--- config.mk ---
export PLATFORM = sky130hd
export DESIGN_NAME = result_mux_pipe
export DESIGN_NICKNAME = d
export VERILOG_FILES = /design/src/rtl/result_mux_pipe.sv
export SDC_FILE = /design/constraint.sdc
export NUM_CORES = 1
export LEC_CHECK = 0
export BUFFER_PORTS_ARGS = -buffer_cell sky130_fd_sc_hd__buf_4
export CORE_ASPECT_RATIO = 1.4
export CORE_MARGIN = 3
export CORE_UTILIZATION = 55
export DETAILED_ROUTE_END_ITERATION = 6
export HOLD_SLACK_MARGIN = 0.05
export PLACE_DENSITY_LB_ADDON = 0.15
export SYNTH_ARGS = -nofsm -noshare
export SYNTH_HDL_FRONTEND = slang
export SYNTH_SLANG_ARGS = --single-unit
--- constraint.sdc ---
create_clock -name clk -period 4.1 [get_ports clk]
set_input_delay 0.82 -clock clk [delete_from_list [all_inputs] [get_ports clk]]
set_output_delay 0.82 -clock clk [all_outputs]
set_load 0.05 [all_outputs]
--- src/rtl/result_mux_pipe.sv ---
// Result-select mux feeding a two-entry registered output stage (main + skid)
// with valid/ready handshake, flush, and clamping of out-of-range selects.
module result_mux_pipe #(
    parameter int unsigned WIDTH  = 32,
    parameter int unsigned NUM_IN = 3,
    parameter int unsigned SEL_W  = 2
) (
    input  logic                      clk,
    input  logic                      reset,
    input  logic                      flush,
    input  logic [NUM_IN*WIDTH-1:0]   in_data,
    input  logic [SEL_W-1:0]          in_sel,
    input  logic                      in_valid,
    output logic                      in_ready,
    output logic [WIDTH-1:0]          out_data,
    output logic                      out_clamp,
    output logic                      out_valid,
    input  logic                      out_ready
);

    localparam int unsigned NUM_SEL_CODES = 1 << SEL_W;
    localparam logic [SEL_W-1:0] LAST_SEL = SEL_W'(NUM_IN - 1);

    if (NUM_IN < 2 || NUM_IN > 16 || NUM_SEL_CODES < NUM_IN) begin : g_bad_params
        $error("result_mux_pipe: need 2 <= NUM_IN <= 16 and 2**SEL_W >= NUM_IN");
    end

    // State encodes {skid valid, main valid}; 2'b10 is unreachable.
    typedef enum logic [1:0] {
        EMPTY = 2'b00,
        ONE   = 2'b01,
        TWO   = 2'b11
    } state_e;

    state_e             state_q, state_d;
    logic [WIDTH-1:0]   m_data_q, m_data_d;
    logic               m_clamp_q, m_clamp_d;
    logic [WIDTH-1:0]   s_data_q, s_data_d;
    logic               s_clamp_q, s_clamp_d;

    logic               sel_clamp_c;
    logic [SEL_W-1:0]   sel_idx_c;
    logic [WIDTH-1:0]   sel_data_c;
    logic               accept_c;
    logic               deq_c;

    // Source selection; out-of-range selects fall back to the last source.
    always_comb begin
        sel_clamp_c = (in_sel > LAST_SEL);
        sel_idx_c   = sel_clamp_c ? LAST_SEL : in_sel;
        sel_data_c  = '0;
        for (int unsigned i = 0; i < NUM_IN; i++) begin
            if (sel_idx_c == SEL_W'(i)) begin
                sel_data_c = in_data[i*WIDTH +: WIDTH];
            end
        end
    end

    assign in_ready  = (state_q != TWO);
    assign out_valid = (state_q != EMPTY);
    assign out_data  = m_data_q;
    assign out_clamp = m_clamp_q;

    assign accept_c = in_valid && in_ready;
    assign deq_c    = out_valid && out_ready;

    // Next-state: flush empties both entries but leaves the data registers alone.
    always_comb begin
        state_d   = state_q;
        m_data_d  = m_data_q;
        m_clamp_d = m_clamp_q;
        s_data_d  = s_data_q;
        s_clamp_d = s_clamp_q;
        if (flush) begin
            state_d = EMPTY;
        end else begin
            unique case (state_q)
                EMPTY: begin
                    if (accept_c) begin
                        m_data_d  = sel_data_c;
                        m_clamp_d = sel_clamp_c;
                        state_d   = ONE;
                    end
                end
                ONE: begin
                    if (deq_c && accept_c) begin
                        m_data_d  = sel_data_c;
                        m_clamp_d = sel_clamp_c;
                    end else if (deq_c) begin
                        state_d = EMPTY;
                    end else if (accept_c) begin
                        s_data_d  = sel_data_c;
                        s_clamp_d = sel_clamp_c;
                        state_d   = TWO;
                    end
                end
                TWO: begin
                    if (deq_c) begin
                        m_data_d  = s_data_q;
                        m_clamp_d = s_clamp_q;
                        state_d   = ONE;
                    end
                end
                default: state_d = EMPTY;
            endcase
        end
    end

    always_ff @(posedge clk) begin
        if (reset) begin
            state_q   <= EMPTY;
            m_data_q  <= '0;
            m_clamp_q <= 1'b0;
            s_data_q  <= '0;
            s_clamp_q <= 1'b0;
        end else begin
            state_q   <= state_d;
            m_data_q  <= m_data_d;
            m_clamp_q <= m_clamp_d;
            s_data_q  <= s_data_d;
            s_clamp_q <= s_clamp_d;
        end
    end

    a_legal_state: assert property (@(posedge clk) disable iff (reset)
        state_q inside {EMPTY, ONE, TWO});

endmodule

Yosys cells after proc, flatten, opt, wreduce, memory -nomap -nowiden
Index checks and enable logic that the tools add are counted.
Widths: inputs -> output; s select.
{"block": "totals", "output_inout_bits": 35, "in_bits": 103, "regBits": 68, "wordCells": 48}
{"block": "classes", "bitwise": 3, "n_reduce_logical": 11, "n_lt_le_gt_ge": 1, "eq_ne": 10, "n_mux": 18}
{"cell": "$mux 32", "count": 6}
{"cell": "$pmux 32 s3", "count": 1}
{"cell": "$mux 2", "count": 6}
{"cell": "$ne 2x2->1 const B", "count": 5}
{"cell": "$reduce_and 5->1", "count": 2}
{"cell": "$pmux 2 s3", "count": 1}
{"cell": "$eq 2x1->1 const B", "count": 2}
{"cell": "$eq 2x2->1 const B", "count": 2}
{"cell": "$logic_not 2->1", "count": 2}
{"cell": "$reduce_and 4->1", "count": 1}
{"cell": "$logic_and 1x1->1", "count": 3}
{"cell": "$mux 1", "count": 3}
{"cell": "$ne 3x3->1 const B", "count": 1}
{"cell": "$not 1->1", "count": 3}
{"cell": "$pmux 1 s3", "count": 1}
{"cell": "$reduce_bool 3->1", "count": 1}
{"cell": "$gt 2x2->1 const B", "count": 1}
{"cell": "$reduce_bool 2->1", "count": 1}
{"cell": "$reduce_or 2->1", "count": 1}

Depth between registers and ports, before layout
{"block": "depth", "ltp_word": 8, "depth_mapped": 8, "depth_no_buf": 6}

Least setup slack after synthesis
Ideal clock, no wire load.
{"block": "synth_timing", "kind": "input -> register", "start": "input port out_ready", "end": "register s_data_q[19]", "n_path_buf": 2, "path_slack_ns": 2.115, "arrival_ns": 1.853, "required_time_ns": 3.968, "path_stages": 6, "setup_ns": 0.132, "path_cell_list": "nor2b_2 > or4b_4 > buf_6 > buf_8 > nand2_1 > a21oi_1"}
{"block": "synth_via", "elab_chain_cells": 4, "word_cells_on_any_way": 5, "cone_classes": "bitwise: 2; reduce/logical: 3"}
{"element": "start: declaration", "line_no": "18", "source": "input logic out_ready"}
{"element": "$logic_and 1x1->1 *", "line_no": "65", "source": "assign deq_c = out_valid && out_ready;"}
{"element": "$logic_and 1x1->1", "line_no": "86", "source": "if (deq_c && accept_c) begin"}
{"element": "$not 1->1 (no source line)"}
{"element": "$reduce_and 5->1 (no source line) *"}
{"element": "end signal: assignment", "line_no": "120", "source": "s_data_q <= s_data_d;"}
{"element": "end: declaration", "line_no": "38", "source": "logic [WIDTH-1:0] s_data_q, s_data_d;"}
Mark *: on every way between the ends. The rest lies on a longest branch, timed or not.
A chain may end at the register's enable or synchronous reset.

Final worst setup path
{"block": "layout_timing", "start": "register state_q[0]", "end": "register m_data_q[6], in the netlist out_data[6]"}
{"block": "layout_via", "elab_chain_cells": 5, "word_cells_on_any_way": 14, "cone_classes": "eq/ne: 6; mux: 1; reduce/logical: 7"}
{"element": "start: declaration", "line_no": "35", "source": "state_e state_q, state_d;"}
{"element": "start signal: assignment", "line_no": "117", "source": "state_q <= state_d;"}
{"element": "$ne 2x2->1 / $reduce_bool 2->1 (equally long branches)", "line_no": "59, 60"}
{"element": "$logic_and 1x1->1, on equally long branches", "line_no": "64, 65"}
{"element": "$logic_and 1x1->1", "line_no": "86"}
{"element": "$ne 2x2->1 (no source line)"}
{"element": "$reduce_and 5->1 (no source line)"}
{"element": "end signal: assignment", "line_no": "118", "source": "m_data_q <= m_data_d;"}
{"element": "end: declaration", "line_no": "36", "source": "logic [WIDTH-1:0] m_data_q, m_data_d;"}
Parallel ways exist; a longest one is shown, timed or not.

==> impl_metrics.tcl <==
set metrics [dict create \
    met1Wirelength_um 4319 \
    report.final.slew_viol_count 0 \
    wl_met3_um 630 \
    detail_route.vias_per_cell 5.587 \
    synth.ff_latch_count 68 \
    postRouteAntennaNets 0 \
    ctsRootBufferMaster "sky130_fd_sc_hd__clkbuf_8" \
    gr-total-overflow 0 \
    finalCriticalPeriod_ns 2.618 \
    cts_num_sinks 68 \
    synthesis.yosys.warnings 0 \
    report.final.hold_viol_count 0 \
    clk_pin_slew_ns 0.07 \
    yosys.cell_types.count 37 \
    timing.critical_path.required_ns 4.36 \
    seq_power_share_pct 40.5 \
    drt-total-wl_um 10630 \
    global_route.usage.total_pct 23.96 \
    clock.fmax_mhz 381.9 \
    syn_inst 469 \
    drv_cap 0 \
    core_region_area_um2 7407 \
    clock_skew_ns 0.006042 \
    floorplan.initialDensity_pct 57.15 \
    htreeDepth 3 \
    drtPass1Iterations 4 \
    die_y_um 109.8 \
    avgSynthCellArea_um2 9.025 \
    antenna_cells_inserted 0 \
    unrepaired_setup_endpoints_after_global_routing "false" \
    post_cts_resized 0 \
    drc 0 \
    cts_tree "yes" \
    hold_path_class "reg -> reg" \
    vias 3816 \
    fraction_of_the_yosys_area_taken_by_sequential_cells_pct 32.16 \
    synth_enable_flop_cells 0 \
    final_net_count 689 \
    status "finished clean" \
    clock_insertion_delay_at_the_later_pin_of_the_skew_report_ns 0.34 \
    number_of_cts_inserted_buffers 9 \
    synth_ff_type "sky130_fd_sc_hd__dfxtp_1" \
    cell_internal_pwr_mw 1.234 \
    ir_worst_vdd_v 0.0002714 \
    drt_iter0_drcs 228 \
    preCtsSetupSlack_ns 1.367 \
    setup-tns-final_ns 0 \
    setup_viol 0 \
    met2_wl_post_dr_um 5534 \
    gp_routability_congestion 0.9267 \
    routed_wire_length_per_instance_um 15.57 \
    port_buffers 137 \
    layout-area-overhead-vs-synth_pct 26.75 \
    final_design_area_no_fill_um2 5365 \
    slew_headroom_pct 40.46 \
    power.combinational.fraction_pct 25.1 \
    syn-num-nets 577 \
    power_density_nw_per_um2 329.3 \
    hpwlAfterDp_um 7057 \
    drive_gt1_share_pct 31.23 \
    io_pins 138 \
    synth.cell_area_um2 4233 \
    top_layer "met4" \
    cp_data_arrival_time_ns 2.88 \
    fillCellCount 585 \
    die_x_um 80.14 \
    p_sw_share_pct 30.13 \
    grt_antenna_before_repair 0 \
    dieArea_um2 8799 \
    worst_setup_path_start_kind "flop" \
    critPathCaptureType "flop" \
    final.period_utilization_pct 63.86 \
    post-cts-setup-buffers 0 \
    number_of_global_route_vias_before_repair 3715 \
    tightestPinTransition_ns 0.8931 \
    critPathMaxFanout 23 \
    p_clk_share_pct 34.3 \
    leakage_nw 2.464 \
    grt_first_pass_wirelength_um 16760 \
    placedInstanceArea_um2 5149 \
    grt_max_degree 103 \
    std_cell_rows 37 \
    worst-setup-path-type "reg -> reg" \
    postSynth.asyncResetShare_pct 0 \
    post-route-worst-setup-slack_ns 1.482 \
    power_switching_mw 0.5324 \
    clk_path_buf_depth 2 \
    cts-hold-fix-buffers 0 \
]
## through the flow
stage,util (%),cells,total power [mW],hold slack [ns]
after detailed placement,69.51,667,1.177,0.4427
after global placement,69.51,667,1.167,0.4371
after floorplan,-,469,1.028,0.4312
after CTS,72.43,683,1.777,0.4527
final,72.43,683,1.767,0.4522
after global routing,72.43,683,1.838,0.4767
## routing by layer
layer,global-route usage (%),vias to the layer above
met1,28.77,1807
li1,-,1876
met2,42.77,120
met3,3.279,13
met4,9.300,0
met5,0,-
## layout make-up
class / instances / area, µm² / share of cell area, %
repair buffers: 142 / 1066 / 19.87
flip-flops and latches: 68 / 1361 / 25.37
clock buffers: 10 / 127.6 / 2.379
clock inverters: 6 / 88.84 / 1.656
well taps: 97 / 121.4 / 2.262
multi-input cells: 356 / 2585 / 48.18
inverters: 4 / 15.01 / 0.2799
## cell usage in the layout, fill, tap and decap left out, drive strengths merged, types with 2 or more instances in the layout
cell and n:
a211o 16, ha 5, mux2i 80, mux2 17
buf 142, inv 4, nand3 18, nand2b 82
clkbuf 10, nand2 36, clkinvlp 2, bufinv 2
nor2b 2, o211ai 18, nor3 16, or3 17
dfxtp 68, nor2 3, clkinv 2, a21oi 36
## synthesized netlist by cell type (all sizes together), types with 15 or more instances
cell / number / area [µm²]
nand3: 18 / 90.09
buf: 26 / 215.2
or3: 17 / 106.4
dfxtp: 68 / 1361
a211o: 16 / 140.1
nor3: 16 / 80.08
a21oi: 36 / 183.9
mux2i: 80 / 800.8
clkbuf: 15 / 57.55
nand2b: 82 / 520.5
nand2: 36 / 137.6
mux2: 17 / 191.4
o211ai: 18 / 135.1
## logic make-up (layout without fill, tap and decap cells)
kind of cell             after synthesis  count (layout)  synth area share, %
AO/OA/AOI/OAI                         76              76                12.09
adder cells (fa/ha/maj)                5               5                1.478
buffers and inverters                 45             162                6.798
flip-flops                            68              68                32.16
multiplexers                          97              97                23.44
AND/OR/NAND/NOR                      178             178                24.03
## worst max-delay path, cell delays in order, from the launching register on
cell	delay (ns)
sky130_fd_sc_hd__dfxtp_1	0.39
sky130_fd_sc_hd__inv_1	0.10
sky130_fd_sc_hd__ha_1	0.28
sky130_fd_sc_hd__or2b_2	0.33
sky130_fd_sc_hd__a21oi_1	0.14
sky130_fd_sc_hd__o21a_2	0.67
sky130_fd_sc_hd__buf_4	0.36
sky130_fd_sc_hd__mux2i_1	0.24
## state kept, by name, indices dropped and copies added (netlist names)
| signal | flops |
|---|---|
| out_data | 32 |
| s_data_q | 32 |
| state_q | 2 |
| out_clamp | 1 |
| s_clamp_q | 1 |
## power groups by stage
| stage | logic (mW) | clock network, mW | registers, mW |
|---|---|---|---|
| CTS | 0.446 | 0.614 | 0.717 |
| global route | 0.475 | 0.642 | 0.721 |
| global placement | 0.436 | 0 | 0.731 |
| floorplan | 0.203 | 0 | 0.826 |
| detailed placement | 0.446 | 0 | 0.732 |
| finish | 0.444 | 0.607 | 0.716 |
## path summary, 6_finish.rpt
check / startpoint / to / slack (ns) / depth (start not counted)
setup reg to reg: state_q[0] / out_data[6] / 1.48 / 7
hold / removal: s_data_q[5] / s_data_q[5] / 0.45 / 2
setup / recovery: state_q[0] / out_data[6] / 1.48 / 7
hold reg to reg: s_data_q[5] / s_data_q[5] / 0.45 / 2
No activity file was read; power rests on OpenSTA's default activity.
